$ cat src/rtl/vga_sync.sv
// VGA timing generator: divides clk down to the pixel rate, runs the
// horizontal/vertical counters, and produces registered pixel coordinates,
// a visible-area flag, a frame-start pulse and sync pins. The sync pins
// are one clk later than the coordinates to match a downstream colour
// register.
module vga_sync #(
    parameter int   H_VISIBLE   = 640,
    parameter int   H_FP        = 16,
    parameter int   H_SYNC      = 96,
    parameter int   H_BP        = 48,
    parameter int   V_VISIBLE   = 480,
    parameter int   V_FP        = 10,
    parameter int   V_SYNC      = 2,
    parameter int   V_BP        = 33,
    parameter int   CLK_DIV     = 4,
    parameter logic SYNC_ACTIVE = 1'b0
) (
    input  logic       clk,
    input  logic       rst,
    output logic       o_pix_valid,
    output logic [9:0] o_col,
    output logic [9:0] o_row,
    output logic       o_hsync,
    output logic       o_vsync,
    output logic       o_frame_start
);

    localparam int H_TOTAL = H_VISIBLE + H_FP + H_SYNC + H_BP;
    localparam int V_TOTAL = V_VISIBLE + V_FP + V_SYNC + V_BP;
    localparam int DIV_W   = (CLK_DIV > 1) ? $clog2(CLK_DIV) : 1;

    localparam logic [DIV_W-1:0] DIV_LAST = DIV_W'(CLK_DIV - 1);
    localparam logic [9:0] H_LAST    = 10'(H_TOTAL - 1);
    localparam logic [9:0] V_LAST    = 10'(V_TOTAL - 1);
    localparam logic [9:0] H_VIS     = 10'(H_VISIBLE);
    localparam logic [9:0] V_VIS     = 10'(V_VISIBLE);
    localparam logic [9:0] HS_FIRST  = 10'(H_VISIBLE + H_FP);
    localparam logic [9:0] HS_LAST   = 10'(H_VISIBLE + H_FP + H_SYNC - 1);
    localparam logic [9:0] VS_FIRST  = 10'(V_VISIBLE + V_FP);
    localparam logic [9:0] VS_LAST   = 10'(V_VISIBLE + V_FP + V_SYNC - 1);

    // Counters are 10 bits wide; larger timings cannot be represented.
    if (H_TOTAL > 1024 || V_TOTAL > 1024 || CLK_DIV < 1) begin : g_bad_params
        $error("vga_sync: unsupported parameters (H_TOTAL=%0d V_TOTAL=%0d CLK_DIV=%0d)",
               H_TOTAL, V_TOTAL, CLK_DIV);
    end

    logic [DIV_W-1:0] div_cnt;
    logic             pix_tick;
    logic [9:0]       hcnt;
    logic [9:0]       vcnt;
    logic             visible;
    logic             h_act;
    logic             v_act;
    logic             at_origin;
    logic             hsync_p0;
    logic             vsync_p0;

    assign pix_tick = (div_cnt == DIV_LAST);

    // Pixel-rate divider: wraps every CLK_DIV clocks (stays at 0 for CLK_DIV=1).
    always_ff @(posedge clk or posedge rst) begin
        if (rst) begin
            div_cnt <= '0;
        end else if (pix_tick) begin
            div_cnt <= '0;
        end else begin
            div_cnt <= div_cnt + 1'b1;
        end
    end

    // Raster counters: advance once per pixel tick; both wrap together at the frame end.
    always_ff @(posedge clk or posedge rst) begin
        if (rst) begin
            hcnt <= '0;
            vcnt <= '0;
        end else if (pix_tick) begin
            if (hcnt == H_LAST) begin
                hcnt <= '0;
                vcnt <= (vcnt == V_LAST) ? 10'd0 : vcnt + 10'd1;
            end else begin
                hcnt <= hcnt + 10'd1;
            end
        end
    end

    // Stage p0 decode from the live counters.
    always_comb begin
        visible   = (hcnt < H_VIS) && (vcnt < V_VIS);
        h_act     = (hcnt >= HS_FIRST) && (hcnt <= HS_LAST);
        v_act     = (vcnt >= VS_FIRST) && (vcnt <= VS_LAST);
        // div_cnt == 0 marks the first clk a new counter value is on the outputs.
        at_origin = (hcnt == 10'd0) && (vcnt == 10'd0) && (div_cnt == '0);
    end

    // Stage p0 -> outputs: coordinates, valid and frame start, plus the first sync stage.
    always_ff @(posedge clk or posedge rst) begin
        if (rst) begin
            o_col         <= '0;
            o_row         <= '0;
            o_pix_valid   <= 1'b0;
            o_frame_start <= 1'b0;
            hsync_p0      <= ~SYNC_ACTIVE;
            vsync_p0      <= ~SYNC_ACTIVE;
        end else begin
            o_col         <= hcnt;
            o_row         <= vcnt;
            o_pix_valid   <= visible;
            o_frame_start <= at_origin;
            hsync_p0      <= h_act ? SYNC_ACTIVE : ~SYNC_ACTIVE;
            vsync_p0      <= v_act ? SYNC_ACTIVE : ~SYNC_ACTIVE;
        end
    end

    // Stage p1: extra sync delay so the pins line up with registered colour.
    always_ff @(posedge clk or posedge rst) begin
        if (rst) begin
            o_hsync <= ~SYNC_ACTIVE;
            o_vsync <= ~SYNC_ACTIVE;
        end else begin
            o_hsync <= hsync_p0;
            o_vsync <= vsync_p0;
        end
    end

endmodule

$ cat config.mk
export PLATFORM = sky130hd
export DESIGN_NAME = vga_sync
export DESIGN_NICKNAME = d
export VERILOG_FILES = /design/src/rtl/vga_sync.sv
export SDC_FILE = /design/constraint.sdc
export NUM_CORES = 1
export LEC_CHECK = 0
export ABC_AREA = 1
export BUFFER_PORTS_ARGS = -buffer_cell sky130_fd_sc_hd__buf_2
export CAP_MARGIN = 25
export CELL_PAD_IN_SITES_DETAIL_PLACEMENT = 0
export CELL_PAD_IN_SITES_GLOBAL_PLACEMENT = 1
export CORE_MARGIN = 8
export CORE_UTILIZATION = 35
export DETAILED_ROUTE_END_ITERATION = 12
export PLACE_DENSITY = 0.74
export SYNTH_ARGS = -nofsm -noshare
export SYNTH_HDL_FRONTEND = slang
export SYNTH_SLANG_ARGS = --single-unit
$ cat constraint.sdc
create_clock -name clk -period 1.8 [get_ports clk]
set_clock_uncertainty 0.15 [all_clocks]
set_input_delay 0.18 -clock clk [delete_from_list [all_inputs] [get_ports clk]]
set_output_delay 0.18 -clock clk [all_outputs]
set_load 0.02 [all_outputs]
-- Word-level counts from Yosys, hierarchy flattened
Index checks and enable logic that the tools add are counted.
- $add $sub $neg: 3
- $lt $le $gt $ge: 6
- equal/unequal tests: 3
- multiplexer cells: 5
- reductions and logical operators: 9
- operator list (operator ; count):
    $add A10 B1 Y10 const B ; 2
    $eq A10 B10 Y1 const B ; 2
    $logic_not A10 Y1 ; 2
    $mux W10 ; 2
    $ge A10 B10 Y1 const B ; 1
    $ge A10 B9 Y1 const B ; 1
    $le A10 B10 Y1 const B ; 1
    $le A10 B9 Y1 const B ; 1
    $lt A10 B10 Y1 const B ; 1
    $lt A10 B9 Y1 const B ; 1
    $logic_and A1 B1 Y1 ; 5
    $add A2 B1 Y2 const B ; 1
    $eq A2 B2 Y1 const B ; 1
    $logic_not A2 Y1 ; 1
    $mux W1 ; 2
    $mux W2 ; 1
    $reduce_and A2 Y1 ; 1
- register bits: 48
- output and inout bits: 24

-- Longest topological paths before layout
- word-level depth: 3
- gate-level depth with buffers: 9
- gate-level depth less buffers: 8

-- Worst setup path after synthesis
Ideal clock, no wire load.
- path kind: flip-flop to flip-flop
- start point: reg div_cnt[0]
- end point: reg vcnt[6]
- arrival: 1191 ps
- setup slack: 334 ps
- stages on the path, launching flop included: 9
- cells stage by stage: dfrtp_1 -> ha_1 -> buf_4 -> nand2_1 -> nor2_4 -> inv_2 -> nor2_4 -> nand2_2 -> xnor2_2
- cells in the longest elaborated chain, start to end: 2
- ends and longest elaborated chain (what ; line ; text):
    start, declared ; 48 ; logic [DIV_W-1:0] div_cnt;
    start signal, assigned ; 68 ; div_cnt <= div_cnt + 1'b1;
    $eq A2 B2 Y1 ; 59 ; assign pix_tick = (div_cnt == DIV_LAST);
    $reduce_and A2 Y1 (no line) ; - ;
    end signal, assigned ; 80 ; vcnt <= (vcnt == V_LAST) ? 10'd0 : vcnt + 10'd1;
    end, declared ; 51 ; logic [9:0] vcnt;
Every way passes these cells.
A chain may end at the register's enable or synchronous reset.

-- Worst setup path in the final report
Same ends and word-level chain as after synthesis.

==> out/qor.yml <==
status: "complete, no violations"
p_clk_share_pct: 37.7
cts_tree: "done"
synth-seq-cells: 48
grt_max_degree: 29
drive_gt1_share_pct: 26.4
path_buf_inv: 1
dp.cells: 311
netlist_area_sq_um: 2100
fill_cells: 563
layout_commonest_cell: "nand2_1"
cts_buffer_depth: 2
rows: 28
synth.distinct_cells: 29
synth_warnings: 0
grt_first_pass_wirelength_um: 7390
clock_latency_ps: 300
grt_pass1_vias: 1500
area_growth_pct: 17.0
p_int_w: 0.00140
grtUsageMet1_pct: 13.6
combPwrFrac_pct: 1.6
rsz0062_at_grt: "no"
start_util_pct: 35.9
clock_sinks: 48
routed_wl_um: 4050
holdWs_ps: 212
p_seq_share_pct: 60.7
place_area_sq_um: 2340
globalplace.congestion: 0.811
grt.met3_usage_pct: 3.53
synth_nets: 218
io-pin-count: 26
power.density_nw_per_um2: 723
critical_path_peak_fanout: 9
firstDrtPassIters: 4
crit_chain: "ha_2, nand2_1, nor2_4, inv_2, nor2_4, nand2_2, xnor2_2"
hold_violations: 0
vdd_ir_drop_max_mv: 0.292
postSynthCellCount: 210
die-width_um: 93.5
layout_setup_ws_ps: 167
ant_nets: 0
antenna_cells: 0
ys_seq_area_share_pct: 57.4
io_buffers: 25
syn_avg_cell_area_sq_um: 10.0
critPathCaptureType: "register"
tightest_slew_ps: 468
final_cell_mix: "nand2_1 (46), dfrtp_1 (44), buf_2 (25)"
finalSetupViolCount: 0
path_clk_slew_ps: 90
die_area_sq_um: 8730
ff_latch_area_sq_um: 1210
slew-limit-headroom_pct: 68.8
root_buffer: "clkbuf_8"
power.switching_w: 0.000380
antenna_found_initial: 0
grt_busiest_layer: "met2"
wl_per_cell_um: 12.6
num_vias: 1459
finalSetupTns_ps: 0
holdCritPathClass: "reg2reg"
fmax_mhz: 612
core_area_sq_um: 5850
drtIter0Drc: 67
cap_violations: 0
grtUsageMet2_pct: 15.8
synth-edff-count: 0
worstPathRequired_ps: 1840
numCtsBuffers: 5
final_cell_area_sq_um: 2460
via_per_inst: 4.55
grtUsageTotal_pct: 10.7
p_leak_nw: 1.24
detailed_place_hpwl_um: 3070
synthFlopType: "dfrtp_1"
drc_errors: 0
critPathKind: "reg2reg"
crit_family: "simple AND/OR/NAND/NOR gates"
crit_arrival_ps: 1680
crit_top_cell: "nor2_4"
swShare_pct: 21.4
finalMaxSlewViolations: 0
ctsHtreeMaxLevel: 2
stdcell_count: 321
overflow: 0
max_stage_delay_ps: 380
min_period_over_period_pct: 90.7
post-place-ws_ps: 66.3
dieHeight_um: 93.5
fin_nets: 253
async_flop_share_pct: 100
critPathLaunchType: "register"
multiInputGateArea_sq_um: 779
finalCriticalPeriod_ps: 1630
cpMaxStageDelayCell: "dfrtp_1"
-- Yosys cell counts, drive strengths merged (4+ instances only) --
master / count / area [sq um]
dfstp: 4 / 105
xor2: 5 / 43.8
ha: 6 / 75.1
dfrtp: 44 / 1100
nand4: 7 / 65.1
o21ai: 9 / 45.0
nor3: 7 / 57.6
inv: 27 / 101
nand3: 16 / 80.1
nor2: 24 / 140
nand2: 49 / 191
-- state kept, by name, summed over array words and instances, names as in the netlist --
register and flops:
o_frame_start 1, o_hsync 1, hsync_p0 1, o_col 10, o_row 10, hcnt 10
vsync_p0 1, o_pix_valid 1, o_vsync 1, div_cnt 2, vcnt 10
-- metal layers --
layer | vias up | wire length [um]
met5 | - | 0
met4 | 0 | 93
met3 | 7 | 227
met2 | 26 | 1800
met1 | 685 | 1940
li1 | 741 | -
-- per-stage QoR --
step	util (%)	power [W]
CTS	41.8	0.00180
finish	42.0	0.00178
global placement	40.0	0.00113
floorplan	-	0.00111
detailed placement	40.0	0.00113
global route	42.0	0.00185
-- worst register-to-register path, cell delays in order, from the launching register on --
cell     delay [ps]
dfrtp_1         380
ha_2            280
nand2_1         120
nor2_4          170
inv_2            80
nor2_4          150
nand2_2          80
xnor2_2         130
-- cells by family (layout without fill, tap and decap cells) --
family	Yosys count	after routing	share of synthesized area (%)
simple gates	108	108	27.0
buf+inv	29	65	5.54
compound gates	12	12	3.16
flops	48	48	57.4
xor+xnor	7	7	3.28
fa+ha+maj	6	6	3.58
-- power groups by stage --
| stage | registers [W] | clock network [W] | logic [W] |
|---|---|---|---|
| after floorplan | 0.00110 | 0 | 0.0000157 |
| final | 0.00108 | 0.000670 | 0.0000278 |
| after detailed placement | 0.00110 | 0 | 0.0000290 |
| after global routing | 0.00108 | 0.000740 | 0.0000337 |
| after global placement | 0.00110 | 0 | 0.0000276 |
| after CTS | 0.00108 | 0.000692 | 0.0000307 |
-- layout make-up --
type | count | area share, %
Sequential cell | 48 | 49.1
Multi-Input combinational cell | 133 | 31.7
Timing Repair Buffer | 30 | 7.23
Inverter | 27 | 4.13
Tap cell | 75 | 3.82
Clock buffer | 6 | 3.36
Clock inverter | 2 | 0.611
-- worst paths after layout --
path | end | cells past startpoint | startpoint | slack [ps]
hold / removal | o_vsync | 0 | vsync_p0 | 210
min in group asynchronous | vcnt[8] | 3 | rst | 280
setup reg to reg | vcnt[6] | 7 | div_cnt[0] | 170
max in group asynchronous | o_hsync | 4 | rst | 640
setup / recovery | vcnt[6] | 7 | div_cnt[0] | 170
hold reg to reg | o_vsync | 0 | vsync_p0 | 210
-- timing repair --
item,CTS,global route
hold buffers,1,0
setup buffers,0,1
gates resized for setup,0,1
endpoints found under the hold margin,19,0
setup endpoints to repair,0,9
No activity file was read; power rests on OpenSTA's default activity.
